===== config.mk =====
export PLATFORM = sky130hd
export DESIGN_NAME = llr_pe_array
export DESIGN_NICKNAME = d
export VERILOG_FILES = /design/src/rtl/llr_pe_array.sv
export SDC_FILE = /design/constraint.sdc
export NUM_CORES = 1
export LEC_CHECK = 0
export CORE_ASPECT_RATIO = 1.25
export CORE_MARGIN = 2
export CORE_UTILIZATION = 50
export DETAILED_ROUTE_END_ITERATION = 10
export PLACE_DENSITY = 0.85
export SETUP_SLACK_MARGIN = 0.15
export SLEW_MARGIN = 20
export SYNTH_ARGS = -nofsm -noshare
export SYNTH_HDL_FRONTEND = slang
export SYNTH_SLANG_ARGS = --single-unit

===== constraint.sdc =====
create_clock -name clk -period 18.2 [get_ports clk]
set_input_delay 3.64 -clock clk [delete_from_list [all_inputs] [get_ports clk]]
set_output_delay 3.64 -clock clk [all_outputs]
set_load 0.02 [all_outputs]

===== src/rtl/llr_pe_array.sv =====
`default_nettype none
// ============================================================================
// Module   : llr_pe_array
// Brief    : LANES-wide pipelined f/g LLR update with symmetric saturation,
//            valid/ready flow control and an output beat counter.
// Revision : 1.0 - initial release
// ============================================================================
module llr_pe_array #(
    parameter int DATA_WIDTH = 8,
    parameter int LANES      = 4,
    parameter int PIPE       = 2
) (
    input  logic                        clk,
    input  logic                        rst,
    input  logic                        in_valid,
    output logic                        in_ready,
    input  logic [LANES*DATA_WIDTH-1:0] a_in,
    input  logic [LANES*DATA_WIDTH-1:0] b_in,
    input  logic [LANES-1:0]            us_in,
    input  logic                        sel,
    output logic                        out_valid,
    input  logic                        out_ready,
    output logic [LANES*DATA_WIDTH-1:0] llr_out,
    output logic [LANES-1:0]            sat_flag,
    output logic [15:0]                 beat_cnt
);

    localparam logic signed [DATA_WIDTH-1:0] c_max     = {1'b0, {(DATA_WIDTH-1){1'b1}}};
    localparam logic signed [DATA_WIDTH-1:0] c_min     = {1'b1, {(DATA_WIDTH-1){1'b0}}};
    localparam logic signed [DATA_WIDTH-1:0] c_neg_max = {1'b1, {(DATA_WIDTH-2){1'b0}}, 1'b1};
    localparam logic signed [DATA_WIDTH:0]   c_max_x     = {2'b00, {(DATA_WIDTH-1){1'b1}}};
    localparam logic signed [DATA_WIDTH:0]   c_neg_max_x = {2'b11, {(DATA_WIDTH-2){1'b0}}, 1'b1};

    logic [LANES*DATA_WIDTH-1:0] w_res;
    logic [LANES-1:0]            w_sat;

    // Results are computed ahead of stage 0, so sel/us travel with the beat.
    for (genvar k = 0; k < LANES; k++) begin : g_lane
        logic signed [DATA_WIDTH-1:0] w_a, w_b, w_a_c, w_b_c;
        logic signed [DATA_WIDTH-1:0] w_mag_a, w_mag_b, w_min, w_f, w_g;
        logic signed [DATA_WIDTH:0]   w_sum;
        logic                         w_clamp_a, w_clamp_b, w_ovf;

        assign w_a       = a_in[k*DATA_WIDTH +: DATA_WIDTH];
        assign w_b       = b_in[k*DATA_WIDTH +: DATA_WIDTH];
        assign w_clamp_a = (w_a == c_min);
        assign w_clamp_b = (w_b == c_min);
        assign w_a_c     = w_clamp_a ? c_neg_max : w_a;
        assign w_b_c     = w_clamp_b ? c_neg_max : w_b;

        assign w_mag_a = w_a_c[DATA_WIDTH-1] ? -w_a_c : w_a_c;
        assign w_mag_b = w_b_c[DATA_WIDTH-1] ? -w_b_c : w_b_c;
        assign w_min   = (w_mag_a < w_mag_b) ? w_mag_a : w_mag_b;
        assign w_f     = (w_a_c[DATA_WIDTH-1] ^ w_b_c[DATA_WIDTH-1]) ? -w_min : w_min;

        assign w_sum = us_in[k] ? ({w_b_c[DATA_WIDTH-1], w_b_c} - {w_a_c[DATA_WIDTH-1], w_a_c})
                                : ({w_b_c[DATA_WIDTH-1], w_b_c} + {w_a_c[DATA_WIDTH-1], w_a_c});
        assign w_ovf = (w_sum > c_max_x) || (w_sum < c_neg_max_x);
        assign w_g   = (w_sum > c_max_x)     ? c_max :
                       (w_sum < c_neg_max_x) ? c_neg_max : w_sum[DATA_WIDTH-1:0];

        assign w_res[k*DATA_WIDTH +: DATA_WIDTH] = sel ? w_f : w_g;
        assign w_sat[k] = w_clamp_a | w_clamp_b | (~sel & w_ovf);
    end

    logic [PIPE-1:0]             r_vld;
    logic [LANES*DATA_WIDTH-1:0] r_data [PIPE];
    logic [LANES-1:0]            r_sat  [PIPE];
    logic [PIPE-1:0]             w_load;
    logic [15:0]                 r_cnt;
    logic                        w_out_xfer;

    // A stage loads unless it and every stage downstream is full and stalled.
    for (genvar i = 0; i < PIPE; i++) begin : g_load
        assign w_load[i] = !(&r_vld[PIPE-1:i]) || out_ready;
    end

    assign in_ready   = w_load[0] && !rst;
    assign out_valid  = r_vld[PIPE-1] && !rst;
    assign llr_out    = rst ? '0 : r_data[PIPE-1];
    assign sat_flag   = rst ? '0 : r_sat[PIPE-1];
    assign beat_cnt   = rst ? '0 : r_cnt;
    assign w_out_xfer = out_valid && out_ready;

    always_ff @(posedge clk) begin
        if (rst) begin
            r_vld <= '0;
            r_cnt <= '0;
            for (int i = 0; i < PIPE; i++) begin
                r_data[i] <= '0;
                r_sat[i]  <= '0;
            end
        end else begin
            if (w_load[0]) begin
                r_vld[0] <= in_valid;
                if (in_valid) begin
                    r_data[0] <= w_res;
                    r_sat[0]  <= w_sat;
                end
            end
            // Payload only moves with a valid beat, so bubbles never carry idle data.
            for (int i = 1; i < PIPE; i++) begin
                if (w_load[i]) begin
                    r_vld[i] <= r_vld[i-1];
                    if (r_vld[i-1]) begin
                        r_data[i] <= r_data[i-1];
                        r_sat[i]  <= r_sat[i-1];
                    end
                end
            end
            if (w_out_xfer) begin
                r_cnt <= r_cnt + 16'd1;
            end
        end
    end

endmodule
`default_nettype wire


==> results.py, run 1 <==
metrics = {
    "logic_synthesis": {
        "yosys_register_bits": 90,
        "synth_cells": 1165,
        "synth_cell_type_count": 91,
        "syn_area_per_cell_um2": 8.41,
        "synth_area_um2": 9790,
        "yosysTopAreaCellShare": 0.221,
        "ys.flop_type": "edfxtp_1",
        "synth_warnings": 0,
        "netlist.top_cell.by_area": "edfxtp_1",
        "synth_edf_count": 72,
        "ys_seq_area_frac": 0.258,
        "async_reset_ff_frac": 0,
        "ys_top_cells_by_area": "edfxtp_1 (22%), ha_1 (10%), xnor2_1 (5.8%), nor2b_1 (4.7%), xor2_1 (3.8%)",
    },
    "timing": {
        "rsz0062_at_grt": "no",
        "drv_slew": 0,
        "fin_crit_sh": 0.510,
        "min_period_ps": 9270,
        "max_freq_ghz": 0.108,
        "setup-violations-final": 0,
        "skew_ps": 7.41,
        "hold_viol_final": 0,
        "worst_pin_slew_ps": 1020,
        "relSlewSlack": 0.319,
        "setup_tns_ps": 0,
    },
    "min_path": {
        "hold_start": "r_cnt[1]$_SDFFE_PP0P_",
        "min_path_type": "reg2reg",
        "hold_path_depth": 2,
    },
    "grt": {
        "grtUsageTotal": 0.225,
        "grt_first_pass_wirelength_mm": 38.7,
        "grt_max_degree": 75,
        "grt_pass1_vias": 8191,
        "antenna_found_initial": 0,
        "grt_overflow_total": 0,
    },
    "clocking": {
        "clock_path_buffers": 2,
        "h-tree-depth": 3,
        "ctsHoldBuffers": 0,
        "root_buffer": "clkbuf_16",
        "cts_resized": 0,
        "cts_buffers": 9,
        "clock_latency_ps": 340,
        "clock_sinks": 90,
        "postCtsSetupRepairBufs": 0,
        "cts_tree": "done",
        "path_clk_slew_ps": 70,
    },
    "finish": {
        "finalNetCount": 1394,
        "drive_gt1_frac": 0.0500,
        "area_growth_pct": 16.6,
        "fillers": 1688,
        "antenna_cells": 0,
        "layout_common_cells": "clkdlybuf4s50_1 (125), nor2_1 (88), ha_1 (81)",
        "final_common_cell": "clkdlybuf4s50_1",
    },
    "setup_path": {
        "cp_slowest_stage_delay_ps": 760,
        "cp_max_fo": 13,
        "cp-start-kind": "input port",
        "required_ps": 18290,
        "critPathLaunch": "a_in[2]",
        "critPathArrivalTime_ps": 9370,
        "ff2ff_path_depth": 7,
        "critPathKind": "in2reg",
        "worst_path_max_delay_cell": "nor2_1",
        "crit_top_cell": "ha_1",
        "crit_chain": "clkdlybuf4s50_1 -> nor4_1 -> a31oi_1 -> ha_1 -> or4b_1 -> o21ai_0 -> xor2_1 -> inv_1 -> ha_1 -> a2111oi_0 -> a21oi_1 -> nor2_1 -> mux2_2 -> ha_1 -> nand2_1 -> nor2_1 -> a2bb2oi_1 -> o31ai_1 -> xnor2_1 -> o211a_1",
        "reg2reg_from": "r_vld[1]$_SDFFE_PP0N_",
        "end_kind": "flip-flop",
    },
    "floorplan": {
        "die_area_um2": 20700,
        "start_util": 0.507,
        "core_um2": 19300,
        "dieHeight_um": 160,
        "boundaryPins": 127,
        "fp-row-count": 57,
        "fp.dieW_um": 129,
    },
    "routing": {
        "drt_iter0_markers": 536,
        "wire_per_inst_um": 15.8,
        "drc_errors": 0,
        "wl_mm": 23.7,
        "firstDrtPassIters": 5,
        "vias": 8714,
        "via_per_inst": 5.79,
        "ant_nets": 0,
    },
    "place": {
        "port_buffers": 126,
        "gp_congestion": 0.918,
        "dp_hpwl_mm": 18.4,
    },
    "power_and_ir_drop": {
        "peakVddDrop_uv": 47.2,
        "finalPower_mw": 0.776,
        "p_leak_nw": 4.47,
        "p_per_area_nw_per_um2": 68.0,
    },
    "run": {
        "cap_violations": 0,
    },
    "outcome": {
        "status": "completed",
    },
}
## final timing paths
check | endpoint | slack (ps)
worst max register to register | r_data[0][23]$_SDFFCE_PN0P_ | 16030
worst min register to register | r_cnt[1]$_SDFFE_PP0P_ | 500
worst min-delay path | r_cnt[1]$_SDFFE_PP0P_ | 500
worst max-delay path | r_data[0][6]$_SDFFCE_PN0P_ | 8930
## flip-flops by register name, summed over array words and instances, names as in the netlist
| register | flops |
|---|---|
| r_cnt | 16 |
| r_data | 64 |
| r_sat | 8 |
| r_vld | 2 |
## cell families (layout without fill, tap and decap cells)
family | Yosys count | after routing | synth area share
buf+inv | 141 | 214 | 0.0593
other cells | 1 | 4 | 0.000383
compound gates | 279 | 279 | 0.194
xor+xnor | 109 | 109 | 0.100
simple gates | 413 | 413 | 0.227
mux | 43 | 43 | 0.0457
flops | 90 | 90 | 0.258
fa+ha+maj | 89 | 89 | 0.116
## area by class of cell
class	instances	area [um^2]	share of cell area
multi-input combinational	937	6710	0.588
sequential	90	2520	0.221
timing repair buffer	132	1300	0.114
tap	265	332	0.0290
inverter	66	248	0.0217
clock buffer	9	225	0.0197
clock inverter	7	81.3	0.00712
## report_power, final
group          internal (mW)  switching (mW)
Combinational          0.144           0.191
Sequential             0.246         0.00547
Clock                  0.109          0.0810
## metal layers
metal | global-route usage | vias up | part of all wire
li1 | - | 4316 | -
met1 | 0.284 | 4103 | 0.43
met2 | 0.390 | 250 | 0.50
met3 | 0.0300 | 45 | 0.043
met4 | 0.0791 | 0 | 0.025
met5 | 0 | - | 0
## per-stage QoR
stage | hold WS, ps | instances | area (um^2) | setup slack [ps] | utilization
2_1_floorplan | 462 | 1168 | 9800 | 9730 | -
3_3_place_gp | 474 | 1490 | 11100 | 8820 | 0.575
3_5_place_dp | 491 | 1490 | 11100 | 8670 | 0.575
4_1_cts | 500 | 1506 | 11400 | 9000 | 0.591
5_1_grt | 531 | 1506 | 11400 | 8460 | 0.591
6_report | 497 | 1506 | 11400 | 8930 | 0.591
## cells in the mapped netlist, types with 18 or more instances
| master | count |
|---|---|
| nor2_1 | 88 |
| ha_1 | 81 |
| nor2b_1 | 74 |
| edfxtp_1 | 72 |
| inv_1 | 65 |
| xnor2_1 | 65 |
| clkbuf_1 | 63 |
| a21oi_1 | 62 |
| nand2_1 | 62 |
| o21ai_0 | 54 |
| and2_1 | 45 |
| xor2_1 | 42 |
| nor3_1 | 34 |
| mux2i_1 | 29 |
| o21a_1 | 23 |
| a31oi_1 | 21 |
| nand3_1 | 20 |
| dfxtp_1 | 18 |
## critical path, delay by kind of cell
family / cells / cell delay, ps
simple gates: 5 / 1530
xor+xnor: 2 / 400
fa+ha+maj: 3 / 870
compound gates: 7 / 1750
buf+inv: 2 / 730
mux: 1 / 430
No activity file was read; power rests on OpenSTA's default activity.
==> inputs of run 2 (changes only) <==
==> constraint.sdc (replaced) <==
create_clock -name clk -period 9.7 [get_ports clk]
set_input_delay 1.94 -clock clk [delete_from_list [all_inputs] [get_ports clk]]
set_output_delay 1.94 -clock clk [all_outputs]
set_load 0.02 [all_outputs]
==> run 2 against run 1 <==
First-iteration DRC count increased by 12%. Clock-buffer cell count rose by 2. Wire length shrank 0.90%. Power grew 88%. Design area grew 0.31%.
==> results.py, run 2 (synthesized netlist as in run 1, its figures left out) <==
metrics = {
    "timing": {
        "setup_tns_ps": 0,
        "hold_viol_final": 0,
        "skew_ps": 7.71,
        "fin_crit_sh": 0.738,
        "rsz0062_at_grt": "no",
        "min_period_ps": 7160,
        "worst_pin_slew_ps": 768,
        "drv_slew": 0,
        "relSlewSlack": 0.484,
        "setup-violations-final": 0,
        "max_freq_ghz": 0.140,
    },
    "routing": {
        "via_per_inst": 5.76,
        "drc_errors": 0,
        "vias": 8693,
        "ant_nets": 0,
        "wire_per_inst_um": 15.6,
        "wl_mm": 23.5,
        "firstDrtPassIters": 7,
        "drt_iter0_markers": 599,
    },
    "place": {
        "gp_congestion": 0.919,
        "port_buffers": 126,
        "dp_hpwl_mm": 18.4,
    },
    "finish": {
        "layout_common_cells": "clkdlybuf4s50_1 (125), nor2_1 (88), ha_1 (81)",
        "finalNetCount": 1396,
        "fillers": 1689,
        "area_growth_pct": 17.0,
        "antenna_cells": 0,
        "drive_gt1_frac": 0.0515,
        "final_common_cell": "clkdlybuf4s50_1",
        "top_register": "r_data",
        "reg_top3": "r_data (64), r_cnt (16), r_sat (8)",
        "largest_register_ffs": 64,
    },
    "clocking": {
        "clock_latency_ps": 340,
        "cts_buffers": 9,
        "cts_tree": "done",
        "root_buffer": "clkbuf_16",
        "postCtsSetupRepairBufs": 0,
        "h-tree-depth": 3,
        "clock_sinks": 90,
        "clock_path_buffers": 2,
        "path_clk_slew_ps": 70,
        "cts_resized": 0,
        "ctsHoldBuffers": 0,
    },
    "min_path": {
        "min_path_type": "reg2reg",
        "hold_start": "r_cnt[1]$_SDFFE_PP0P_",
        "hold-path-endpoint": "r_cnt[1]$_SDFFE_PP0P_",
        "hold_path_depth": 2,
    },
    "floorplan": {
        "boundaryPins": 127,
        "fp.dieW_um": 129,
        "start_util": 0.507,
        "fp-row-count": 57,
        "core_um2": 19300,
        "dieHeight_um": 160,
        "die_area_um2": 20700,
    },
    "setup_path": {
        "r2r_slack_ps": 7600,
        "critPathKind": "in2reg",
        "critPathArrivalTime_ps": 7250,
        "cp-start-kind": "input port",
        "cp_max_fo": 13,
        "crit_top_cell": "ha_1",
        "cp_slowest_stage_delay_ps": 630,
        "reg2reg_from": "r_vld[1]$_SDFFE_PP0N_",
        "reg2reg_to": "r_data[0][23]$_SDFFCE_PN0P_",
        "ff2ff_path_depth": 7,
        "end_kind": "flip-flop",
        "required_ps": 9790,
        "worst_path_max_delay_cell": "clkdlybuf4s50_1",
        "crit_chain": "clkdlybuf4s50_1 -> nor4_1 -> a31oi_1 -> ha_1 -> or4b_1 -> o21ai_0 -> xor2_1 -> inv_1 -> ha_1 -> a2111oi_0 -> a21oi_1 -> nor2_1 -> buf_4 -> mux2_2 -> ha_1 -> nand2_1 -> nor2_1 -> a2bb2oi_1 -> o31ai_1 -> xnor2_1 -> o211a_1",
    },
    "grt": {
        "grtUsageTotal": 0.227,
        "grt_pass1_vias": 8194,
        "grt_first_pass_wirelength_mm": 39.0,
        "grt_overflow_total": 0,
        "antenna_found_initial": 0,
        "grt_max_degree": 75,
    },
    "power_and_ir_drop": {
        "switching_power_mw": 0.510,
        "power_frac_clock": 0.248,
        "peakVddDrop_uv": 72.8,
        "power.share.switching": 0.350,
        "seqPwrFrac": 0.321,
        "p_int_mw": 0.949,
        "p_per_area_nw_per_um2": 127,
        "p_comb_frac": 0.432,
        "finalPower_mw": 1.46,
        "p_leak_nw": 4.49,
    },
    "run": {
        "cap_violations": 0,
    },
    "outcome": {
        "status": "completed",
    },
}
run 2: worst max-delay path: cells and delay by family:
| family | cells | cell delay [ps] |
|---|---|---|
| AO/OA/AOI/OAI | 7 | 1840 |
| buffers and inverters | 3 | 940 |
| adder cells (fa/ha/maj) | 3 | 890 |
| AND/OR/NAND/NOR | 5 | 880 |
| XOR/XNOR | 2 | 380 |
| multiplexers | 1 | 370 |
run 2: power groups by stage:
| stage | clock [mW] | sequential (mW) | combinational, mW |
|---|---|---|---|
| floorplan | 0 | 0.474 | 0.458 |
| global placement | 0 | 0.476 | 0.605 |
| detailed placement | 0 | 0.477 | 0.619 |
| CTS | 0.366 | 0.469 | 0.623 |
| global route | 0.381 | 0.471 | 0.697 |
| finish | 0.362 | 0.468 | 0.630 |
run 2: cell type report:
type	instances	area, um^2	area share
inverters	66	248	0.0216
multi-input cells	937	6710	0.586
well taps	265	332	0.0289
repair buffers	134	1330	0.116
clock inverters	5	60.1	0.00524
flip-flops and latches	90	2520	0.220
clock buffers	11	254	0.0222
run 2: per-layer routing:
metal	wire length, um	global-route usage
met3	1050	0.0180
met4	626	0.0766
met1	10000	0.294
met2	11800	0.397
met5	0	0
run 2: metrics by stage:
step,utilization,std cells,hold WS [ps],cell area (um^2),setup WS [ps]
3_5_place_dp,0.576,1491,479,11100,2280
2_1_floorplan,-,1168,462,9800,2930
4_1_cts,0.592,1507,488,11400,2620
3_3_place_gp,0.576,1491,476,11100,2490
6_report,0.593,1508,494,11500,2540
5_1_grt,0.593,1508,511,11500,2140
run 2: worst max path at each step:
| stage | from | end | slack, ps | cells after the start |
|---|---|---|---|---|
| final | a_in[2] | r_data[0][6]$_SDFFCE_PN0P_ | 2540 | 21 |
| after CTS | a_in[2] | r_data[0][6]$_SDFFCE_PN0P_ | 2620 | 21 |
| after global routing | a_in[2] | r_data[0][6]$_SDFFCE_PN0P_ | 2140 | 21 |
| after detailed placement | a_in[2] | r_data[0][6]$_SDFFCE_PN0P_ | 2280 | 21 |
| after global placement | a_in[2] | r_data[0][6]$_SDFFCE_PN0P_ | 2490 | 21 |
| after floorplan | a_in[3] | r_data[0][6]$_SDFFCE_PN0P_ | 2930 | 21 |
==> inputs of run 3 (changes only) <==
--- a/config.mk
+++ b/config.mk
@@ -9,7 +9,7 @@
 export CORE_MARGIN = 2
 export CORE_UTILIZATION = 50
 export DETAILED_ROUTE_END_ITERATION = 10
-export PLACE_DENSITY = 0.85
+export PLACE_DENSITY = 0.88
 export SETUP_SLACK_MARGIN = 0.15
 export SLEW_MARGIN = 20
 export SYNTH_ARGS = -nofsm -noshare
==> constraint.sdc (replaced) <==
create_clock -name clk -period 6.4 [get_ports clk]
set_input_delay 1.28 -clock clk [delete_from_list [all_inputs] [get_ports clk]]
set_output_delay 1.28 -clock clk [all_outputs]
set_load 0.02 [all_outputs]
==> run 3 against run 2 <==
Design area increased by 1.5%. Combinational power increased by 56%. First-iteration DRC count increased by 1.2%. Register-to-register slack got worse by 3600 ps. Setup slack got worse by 2100 ps. Critical path depth decreased by 1. Highest routed layer unchanged. Non-clock buffer count increased by 24. Largest cell class unchanged. Clock skew decreased by 0.56 ps. Sequential share of layout area decreased by 0.33 points. Via count increased by 2.5%.
==> results.py, run 3 (synthesized netlist as in run 1, its figures left out) <==
metrics = {
    "outcome": {
        "status": "completed",
    },
    "routing": {
        "wl_mm": 24.2,
        "ant_nets": 0,
        "vias": 8910,
        "drt_iter0_markers": 606,
        "via_per_inst": 5.82,
        "firstDrtPassIters": 5,
        "drc_errors": 0,
        "wire_per_inst_um": 15.8,
    },
    "clocking": {
        "clock_latency_ps": 330,
        "path_clk_slew_ps": 70,
        "clock_sinks": 90,
        "root_buffer": "clkbuf_16",
        "cts_tree": "done",
        "cts_buffers": 9,
        "h-tree-depth": 3,
        "clock_path_buffers": 2,
    },
    "floorplan": {
        "fp-row-count": 57,
        "fp.dieW_um": 129,
        "core_um2": 19300,
        "start_util": 0.507,
        "boundaryPins": 127,
        "die_area_um2": 20700,
        "dieHeight_um": 160,
    },
    "setup_path": {
        "cp_slowest_stage_delay_ps": 630,
        "cp_max_fo": 8,
        "cp-start-kind": "input port",
        "critPathArrivalTime_ps": 6020,
        "worst_path_max_delay_cell": "clkdlybuf4s50_1",
        "required_ps": 6490,
        "crit_chain": "clkdlybuf4s50_1 -> nor2_1 -> a31oi_1 -> ha_1 -> or4b_1 -> o21ai_0 -> xor2_1 -> inv_1 -> ha_1 -> a2111oi_1 -> a21oi_1 -> nor2_1 -> mux2_2 -> ha_1 -> nand2_1 -> nor2_1 -> a2bb2oi_1 -> o31ai_1 -> xnor2_1 -> o211a_1",
        "critPathKind": "in2reg",
        "end_kind": "flip-flop",
    },
    "timing": {
        "skew_ps": 7.15,
        "setup_tns_ps": 0,
        "rsz0062_at_grt": "yes",
        "drv_slew": 0,
        "worst_pin_slew_ps": 1020,
        "relSlewSlack": 0.320,
        "hold_viol_final": 0,
        "max_freq_ghz": 0.168,
        "setup_ws_ps": 465,
        "min_period_ps": 5940,
        "fin_crit_sh": 0.927,
        "setup-violations-final": 0,
    },
    "finish": {
        "antenna_cells": 0,
        "multi_input_area_um2": 6730,
        "finalNetCount": 1420,
        "layout_common_cells": "clkdlybuf4s50_1 (125), nor2_1 (88), ha_1 (81)",
        "reg_top3": "r_data (64), r_cnt (16), r_sat (8)",
        "largest_register_ffs": 64,
        "area_growth_pct": 18.8,
        "top_register": "r_data",
        "final_common_cell": "clkdlybuf4s50_1",
        "drive_gt1_frac": 0.0718,
        "fillers": 1651,
        "seqCellArea_um2": 2520,
    },
    "place": {
        "dp_hpwl_mm": 19.1,
        "gp_congestion": 0.922,
        "placement.setup.worst_slack_ps": 69.0,
        "port_buffers": 126,
    },
    "power_and_ir_drop": {
        "p_per_area_nw_per_um2": 192,
        "p_leak_nw": 4.61,
        "peakVddDrop_uv": 157,
        "finalPower_mw": 2.23,
    },
    "grt": {
        "grt_overflow_total": 0,
        "grtUsageTotal": 0.233,
        "antenna_found_initial": 0,
        "grt_first_pass_wirelength_mm": 39.9,
        "grt_max_degree": 51,
        "grt_pass1_vias": 8506,
    },
    "min_path": {
        "min_path_type": "reg2reg",
    },
    "run": {
        "cap_violations": 0,
    },
}
[run 3: worst max-delay path: cells and delay by family]
kind,cells,cell delay [ps]
compound gates,7,1560
xor+xnor,2,400
fa+ha+maj,3,730
buf+inv,2,730
mux,1,380
simple gates,5,940
[run 3: power breakdown]
group | total [mW] | internal [mW] | switching, mW | leakage [nW]
registers | 0.711 | 0.698 | 0.0126 | 0.920
logic | 0.980 | 0.429 | 0.551 | 3.53
clock network | 0.539 | 0.310 | 0.229 | 0.153
[run 3: timing repair]
item,4_1_cts,5_1_grt
setup endpoints to repair,0,4
gates resized for setup,0,5
buffers inserted,0,0
hold buffers,0,0
[run 3: cell type report]
type | instances | share of cell area
multi-input cells | 937 | 0.578
flip-flops and latches | 90 | 0.217
repair buffers | 158 | 0.129
well taps | 265 | 0.0285
inverters | 66 | 0.0213
clock buffers | 9 | 0.0194
clock inverters | 7 | 0.00699
[run 3: through the flow]
step                      instance area [um^2]  instances  hold WS, ps  utilization
after floorplan                           9800       1168          462            -
after global placement                   11300       1516          475        0.585
after detailed placement                 11300       1516          489        0.585
after CTS                                11600       1532          498        0.601
after global routing                     11600       1532          517        0.602
final                                    11600       1532          498        0.602
[run 3: routing by layer]
layer | vias up | part of all wire | global-route usage
met3 | 46 | 0.054 | 0.0303
li1 | 4380 | - | -
met2 | 319 | 0.50 | 0.409
met1 | 4165 | 0.42 | 0.291
met5 | - | 0 | 0
met4 | 0 | 0.025 | 0.0786
[run 3: path summary, 6_finish.rpt]
path                                 endpoint  slack [ps]  cells past startpoint                    from
setup reg to reg  r_data[0][19]$_SDFFCE_PN0P_        3990                      7   r_vld[1]$_SDFFE_PP0N_
hold reg to reg        r_cnt[11]$_SDFFE_PP0P_         500                      2  r_cnt[11]$_SDFFE_PP0P_
hold / removal         r_cnt[11]$_SDFFE_PP0P_         500                      2  r_cnt[11]$_SDFFE_PP0P_
setup / recovery   r_data[0][6]$_SDFFCE_PN0P_         460                     20                 a_in[5]
